## src/rtl/i2c_target.sv

```systemverilog
// I2C target with a 16-entry register pointer: the first written byte sets the pointer, later bytes write and auto-increment.
// Bus pins pass through a 2-flop synchronizer, so events are acted on 3 clk after the pin edge; SCL stretching is not used.
module i2c_target #(
  parameter logic [6:0] DEV_ADDR = 7'h50
) (
  input  logic       clk,
  input  logic       reset,
  input  logic       scl_in,
  input  logic       sda_in,
  output logic       sda_oe,
  output logic       wr_valid,
  output logic [3:0] wr_addr,
  output logic [7:0] wr_data,
  output logic [3:0] rd_addr,
  input  logic [7:0] rd_data,
  output logic       busy
);

  typedef enum logic [2:0] {
    IDLE, ADDR, ADDR_ACK, WDATA, WDATA_ACK, RDATA, RDATA_ACK
  } state_t;

  state_t      state;
  logic [2:0]  scl_q, sda_q;
  logic [2:0]  bit_cnt;
  logic [7:0]  shreg;
  logic [3:0]  ptr;
  logic        rw, first_byte, byte_done, ack_cont;

  logic scl_s, scl_p, sda_s, sda_p;
  logic scl_rise, scl_fall, start_det, stop_det;

  assign scl_s     = scl_q[1];
  assign scl_p     = scl_q[2];
  assign sda_s     = sda_q[1];
  assign sda_p     = sda_q[2];
  assign scl_rise  = scl_s & ~scl_p;
  assign scl_fall  = ~scl_s & scl_p;
  assign start_det = scl_s & scl_p & sda_p & ~sda_s;
  assign stop_det  = scl_s & scl_p & ~sda_p & sda_s;
  assign rd_addr   = ptr;

  always_ff @(posedge clk) begin
    if (reset) begin
      scl_q <= 3'b111;
      sda_q <= 3'b111;
    end else begin
      scl_q <= {scl_q[1:0], scl_in};
      sda_q <= {sda_q[1:0], sda_in};
    end
  end

  always_ff @(posedge clk) begin
    if (reset) begin
      state      <= IDLE;
      sda_oe     <= 1'b0;
      wr_valid   <= 1'b0;
      wr_addr    <= 4'd0;
      wr_data    <= 8'd0;
      busy       <= 1'b0;
      ptr        <= 4'd0;
      bit_cnt    <= 3'd0;
      shreg      <= 8'd0;
      rw         <= 1'b0;
      first_byte <= 1'b0;
      byte_done  <= 1'b0;
      ack_cont   <= 1'b0;
    end else begin
      wr_valid <= 1'b0;
      if (start_det) begin
        state     <= ADDR;
        sda_oe    <= 1'b0;
        busy      <= 1'b0;
        bit_cnt   <= 3'd0;
        byte_done <= 1'b0;
        ack_cont  <= 1'b0;
      end else if (stop_det) begin
        state     <= IDLE;
        sda_oe    <= 1'b0;
        busy      <= 1'b0;
        bit_cnt   <= 3'd0;
        byte_done <= 1'b0;
        ack_cont  <= 1'b0;
      end else begin
        // The 3-bit counter wraps after 8 rises; byte_done marks the fall that closes the byte.
        if (scl_rise && (state == ADDR || state == WDATA || state == RDATA)) begin
          bit_cnt <= bit_cnt + 3'd1;
          if (bit_cnt == 3'd7)
            byte_done <= 1'b1;
          if (state != RDATA)
            shreg <= {shreg[6:0], sda_s};
        end
        case (state)
          IDLE: ;
          ADDR: begin
            if (scl_fall && byte_done) begin
              bit_cnt   <= 3'd0;
              byte_done <= 1'b0;
              if (shreg[7:1] == DEV_ADDR) begin
                state  <= ADDR_ACK;
                sda_oe <= 1'b1;
                rw     <= shreg[0];
                busy   <= 1'b1;
              end else begin
                state  <= IDLE;
                sda_oe <= 1'b0;
              end
            end
          end
          ADDR_ACK: begin
            if (scl_fall) begin
              bit_cnt   <= 3'd0;
              byte_done <= 1'b0;
              if (!rw) begin
                state      <= WDATA;
                sda_oe     <= 1'b0;
                first_byte <= 1'b1;
              end else begin
                state  <= RDATA;
                shreg  <= rd_data;
                sda_oe <= ~rd_data[7];
              end
            end
          end
          WDATA: begin
            if (scl_fall && byte_done) begin
              state     <= WDATA_ACK;
              sda_oe    <= 1'b1;
              bit_cnt   <= 3'd0;
              byte_done <= 1'b0;
              if (first_byte) begin
                ptr        <= shreg[3:0];
                first_byte <= 1'b0;
              end else begin
                wr_valid <= 1'b1;
                wr_addr  <= ptr;
                wr_data  <= shreg;
                ptr      <= ptr + 4'd1;
              end
            end
          end
          WDATA_ACK: begin
            if (scl_fall) begin
              state     <= WDATA;
              sda_oe    <= 1'b0;
              bit_cnt   <= 3'd0;
              byte_done <= 1'b0;
            end
          end
          RDATA: begin
            if (scl_fall) begin
              if (byte_done) begin
                state     <= RDATA_ACK;
                sda_oe    <= 1'b0;
                ptr       <= ptr + 4'd1;
                bit_cnt   <= 3'd0;
                byte_done <= 1'b0;
                ack_cont  <= 1'b0;
              end else begin
                shreg  <= {shreg[6:0], 1'b0};
                sda_oe <= ~shreg[6];
              end
            end
          end
          RDATA_ACK: begin
            if (scl_rise) begin
              if (!sda_s) begin
                ack_cont <= 1'b1;
              end else begin
                state  <= IDLE;
                sda_oe <= 1'b0;
                busy   <= 1'b0;
              end
            end else if (scl_fall && ack_cont) begin
              state     <= RDATA;
              shreg     <= rd_data;
              sda_oe    <= ~rd_data[7];
              bit_cnt   <= 3'd0;
              byte_done <= 1'b0;
              ack_cont  <= 1'b0;
            end
          end
          default: state <= IDLE;
        endcase
      end
    end
  end

endmodule

```

## config.mk

```make
export PLATFORM = sky130hd
export DESIGN_NAME = i2c_target
export DESIGN_NICKNAME = d
export VERILOG_FILES = /design/src/rtl/i2c_target.sv
export SDC_FILE = /design/constraint.sdc
export NUM_CORES = 1
export LEC_CHECK = 0
export ABC_AREA = 1
export CAP_MARGIN = 10
export CORE_ASPECT_RATIO = 0.5
export CORE_MARGIN = 3
export CORE_UTILIZATION = 54
export CTS_CLUSTER_DIAMETER = 200
export DETAILED_ROUTE_END_ITERATION = 10
export GPL_TIMING_DRIVEN = 0
export HOLD_SLACK_MARGIN = 0.15
export PLACE_DENSITY = 0.85
export SETUP_SLACK_MARGIN = 0.4
export SLEW_MARGIN = 0
export SYNTH_ARGS = -nofsm -noshare
export SYNTH_HDL_FRONTEND = slang
export SYNTH_SLANG_ARGS = --single-unit
```

## constraint.sdc

```tcl
create_clock -name clk -period 1.95 [get_ports clk]
set_input_delay 0.39 -clock clk [delete_from_list [all_inputs] [get_ports clk]]
set_output_delay 0.39 -clock clk [all_outputs]
set_load 0.1 [all_outputs]
```

After elaboration in Yosys (flattened, before gate mapping)

Index checks and enable logic that the tools add are counted.
W data, S select, Z words.

Memory bits (writable): 0
Output and inout port bits: 19
Register bits: 43
Memories: 0
Logic and storage cells: 165
Input port bits: 12
Bits in latches: 0
ROM bits: 0

Magnitude comparators: 0
Shift operators: 0
Multiply operators: 0
Eq/ne operators: 31
Add/sub/neg operators: 2
Bitwise logic cells: 19
Muxes and demuxes: 72
Div/mod/pow operators: 0
Reduce and logical (&&, ||, !) cells: 25

Operators by type and width:

| operator             | number |
|---|---|
| $mux W8              | 8 |
| $mux W3              | 17 |
| $mux W1              | 33 |
| $pmux W8 S3          | 1 |
| $pmux W3 S7          | 1 |
| $reduce_and A5 Y1    | 4 |
| $reduce_and A9 Y1    | 2 |
| $mux W4              | 4 |
| $ne A4 B4 Y1 const B | 4 |
| $ne A3 B3 Y1 const B | 5 |
| $ne A2 B2 Y1 const B | 7 |
| $eq A3 B3 Y1 const B | 4 |
| $not A1 Y1           | 12 |
| $pmux W3 S4          | 1 |
| $reduce_and A6 Y1    | 2 |
| $ne A5 B5 Y1 const B | 2 |
| $ne A4 B3 Y1 const B | 2 |
| $pmux W4 S2          | 1 |
| $reduce_and A8 Y1    | 1 |
| $reduce_bool A2 Y1   | 4 |
| $and A1 B1 Y1        | 7 |
| $eq A7 B7 Y1 const B | 1 |
| $eq A3 B2 Y1 const B | 2 |
| $ne A2 B1 Y1 const B | 3 |
| 15 further kinds     | 21 |

Longest topological paths before layout

Depth in word-level cells: 8
Mapped depth: 11
Mapped depth without buffers: 10

Worst setup path after synthesis

No wires, ideal clock.

Path type: reg-to-reg
Start: reg ptr[1] (netlist: rd_addr[1])
End: reg ptr[2] (netlist: rd_addr[2])
Arrival time: 1.672 ns
Required time: 1.864 ns
Setup time: 0.086 ns
Period minus slack after synthesis: 1.757 ns
Path slack: 0.193 ns
Buffers on the path: 0
Cell stages (with the launch flop): 5
Cell sequence: dfxtp_1 ha_1 xor2_1 o21ai_0 a211oi_1

Word-level cells in the longest chain between the ends: 4
Elaborated cells on any way between the ends: 6
Those cells by class: add/sub (1); mux (5)

Ends and longest elaborated chain:

| item                              | RTL line | RTL |
|---|---|---|
| start: declaration                | 27       | `logic [3:0] ptr;` |
| start signal: assignment          | 132      | `ptr <= shreg[3:0];` |
| start signal: assignment          | 138      | `ptr <= ptr + 4'd1;` |
| start signal: assignment          | 155      | `ptr <= ptr + 4'd1;` |
| $add A4 B1 Y4 (*)                 | 138, 155 |  |
| $mux W4, on equally long branches | 152, 131 |  |
| $mux W4, on equally long branches | 151, 126 |  |
| $pmux W4 S2 (*)                   | 93       | `case (state)` |

Mark *: on every way between the ends. The rest lies on a longest branch, timed or not. The select of a mux whose other input is x is not followed.
A chain may end at the register's enable or synchronous reset.

Worst setup path after layout

Start: reg ptr[1] (netlist: rd_addr[1])
End: out rd_addr[1]

RTL lines:

| item             | RTL line | RTL |
|---|---|---|
| end: declaration | 14       | `output logic [3:0] rd_addr,` |

No word-level cell between the ends.

==> out/results.txt <==
Avg Cell Area, Syn = 7.06 um^2
Power per Cell Area = 759 nW/um^2
share of post-route cells with drive strength above 1 = 26.0%
CP max stage cell = buf_2
Setup-failing EPs final = 0
CP delay by family, top = buffers and inverters
Synth area leaders = dfxtp_1 (38%), nand2_1 (13%), nor2_1 (8.4%)
Die Wd = 98.0 um
most frequent cells in the layout = nand2_1 (79), nor2_1 (50), dfxtp_1 (36)
vias per cell = 5.42
first-pass GRT wire length = 9560 um
IO Count = 31
ys async rst share = 0%
Detailed Route WL = 6010 um
Synth cell types = 34
Overflow after GRT = 0
Worst Path Buf+Inv = 1
row cnt = 16
Worst IR Drop VDD = 0.000533 V
# diodes = 0
headroom to the max-slew limit = 67.4%
R2R Path Start = state[2]$_SDFFE_PP0P_
Num CTS Buffers = 5
worst setup path startpoint = rd_addr[1]$_SDFFE_PP0P_
Max Slew Vio Count = 0
Crit path depth = 1
max incr delay on CP = 0.44 ns
clock tree buffer depth = 2
Yosys reg bits = 43
TNS Setup = 0 ns
Initial DRC Count = 162
core area = 3980 um^2
Final Hold Fails = 0
HP Class = flip-flop to flip-flop
period utilization = 77.2%
Clock transition at path regs = 0.09 ns
H-Tree Depth = 2
Layout Utilization = 70.7%
final std cells w/o fill = 427
Max Cap Violations = 0
vias in the first global route = 1,999
RSZ-0062 raised after global routing = true
drt pass-1 iters = 5
worst path required time = 1.56 ns
HPWL reported at the end of detailed placement = 4350 um
GPL Wtd Cong = 0.957
FMAX = 664 MHz
top cell type's share of synthesized area = 37.6%
Post-Syn Instances = 324
clock sinks = 43
Worst Max-Slew Pin Slew = 0.493 ns
placed insts = 408
CP max FO = 5
r2r worst-path depth = 10
WL/cell = 14.1 um
# nets final = 387
crit-path cells = buf_2
mapped cell area = 2290 um^2
Die Y = 52.0 um
initial core utilization = 57.4%
P_leak = 1.38 nW
post-layout min period = 1.51 ns
Seq/Total Area, Yosys = 37.6%
Root Buffer = clkbuf_8
post-route ant nets = 0
clk_lat worst skew = 0.30 ns
DIE AREA = 5100 um^2
Area Overhead vs Synth = 23.1%
post-synth top area cell = dfxtp_1
worst setup path end = rd_addr[1]
Setup Skew = 0.00450 ns
status = complete, no violations
CTS tree = done
Mapped Nets = 339
I/O Buffers = 30
via count = 2,313
initial antenna violation count = 0
Tot GR Track Use = 24.0%
Top FF cell, synth = dfxtp_1
largest net degree at the start of global routing = 15
Worst R2R Setup Slack = 0.44 ns
commonest non-fill, non-tap cell in the layout = nand2_1
Worst Path Arrival = 1.12 ns
Crit. End Element = output pin
cts hold-fix bufs = 0
CP Launch Type = flip-flop
Post-synth EDFFs = 0
critical path class = flip-flop to output pin
yosys warns = 0
# DRC = 0
Critical R2R Capture = shreg[5]$_SDFFE_PP0P_
stage by stage:
stage,worst slack [ns],instance area [um^2],hold slack (ns),total power [mW]
4_1_cts,0.403,2690,0.421,2.09
3_3_place_gp,-0.0959,2660,0.393,1.38
6_report,0.444,2820,0.417,2.14
5_1_grt,0.360,2820,0.443,2.23
3_5_place_dp,-0.0951,2660,0.401,1.38
2_1_floorplan,0.456,2290,0.389,1.28
logic make-up (layout without fill, tap and decap cells):
family	count (synthesis)	in the layout	share of synthesized area, %
simple gates	193	193	40.6
compound gates	47	47	11.7
flops	43	43	37.6
buf+inv	33	82	6.34
fa+ha+maj	3	3	1.64
xor+xnor	3	3	1.15
mux	2	2	0.875
layout make-up:
type | count | area, um^2
Sequential cell | 43 | 877
Fill cell | 345 | 1170
Multi-Input combinational cell | 248 | 1310
Timing Repair Buffer | 41 | 295
Tap cell | 54 | 67.6
Clock inverter | 3 | 43.8
Clock buffer | 5 | 68.8
Inverter | 28 | 118
Buffer | 5 | 38.8
what timing repair did:
| action | in CTS | in global routing |
|---|---|---|
| gates resized for setup | 102 | 19 |
| buffers inserted | 0 | 11 |
| pin swaps | 0 | 6 |
| endpoints found under the setup margin | 48 | 32 |
state kept, by name, summed over array words and instances, names as in the netlist, 3 cells and up:
signal / flops
shreg: 8
rd_addr: 4
scl_q: 3
sda_q: 3
state: 3
wr_data: 8
bit_cnt: 3
wr_addr: 4
report_power, final:
part / switching [mW] / internal, mW
combinational: 0.313 / 0.177
sequential: 0.0279 / 0.901
clock: 0.336 / 0.382
total: 0.678 / 1.46
cell usage after synthesis, types with 2 or more instances:
cell / instances
nor3_1: 5
a31oi_1: 2
buf_4: 2
ha_1: 3
mux2i_1: 2
a21oi_1: 17
inv_1: 18
nor2_4: 6
or2_2: 4
o21ai_2: 3
o21ai_0: 22
nand3_4: 2
inv_2: 7
nand2_2: 6
nand3_1: 24
nand4_1: 4
inv_4: 2
xor2_1: 3
nor2_2: 4
nor2_1: 51
dfxtp_1: 43
nand2_1: 81
nand3_2: 2
metal layers:
layer / wire [um] / GRT usage (%) / vias to the layer above / part of all wire (%)
li1: - / - / 1151 / -
met1: 2710 / 32.1 / 1040 / 45
met2: 2600 / 37.8 / 114 / 43
met3: 647 / 7.36 / 8 / 11
met4: 61 / 6.90 / 0 / 1.0
met5: 0 / 0 / - / 0
how the worst min path moves through the flow:
stage,from,end,slack [ns],cells past startpoint
2_1_floorplan,scl_q[0]$_SDFF_PP1_,scl_q[1]$_SDFF_PP1_,0.39,1
3_3_place_gp,scl_q[0]$_SDFF_PP1_,scl_q[1]$_SDFF_PP1_,0.39,1
3_5_place_dp,scl_q[0]$_SDFF_PP1_,scl_q[1]$_SDFF_PP1_,0.40,1
4_1_cts,sda_q[0]$_SDFF_PP1_,sda_q[1]$_SDFF_PP1_,0.42,1
5_1_grt,scl_q[0]$_SDFF_PP1_,scl_q[1]$_SDFF_PP1_,0.44,1
6_report,sda_q[0]$_SDFF_PP1_,sda_q[1]$_SDFF_PP1_,0.42,1
(Power assumes the default switching activity.)
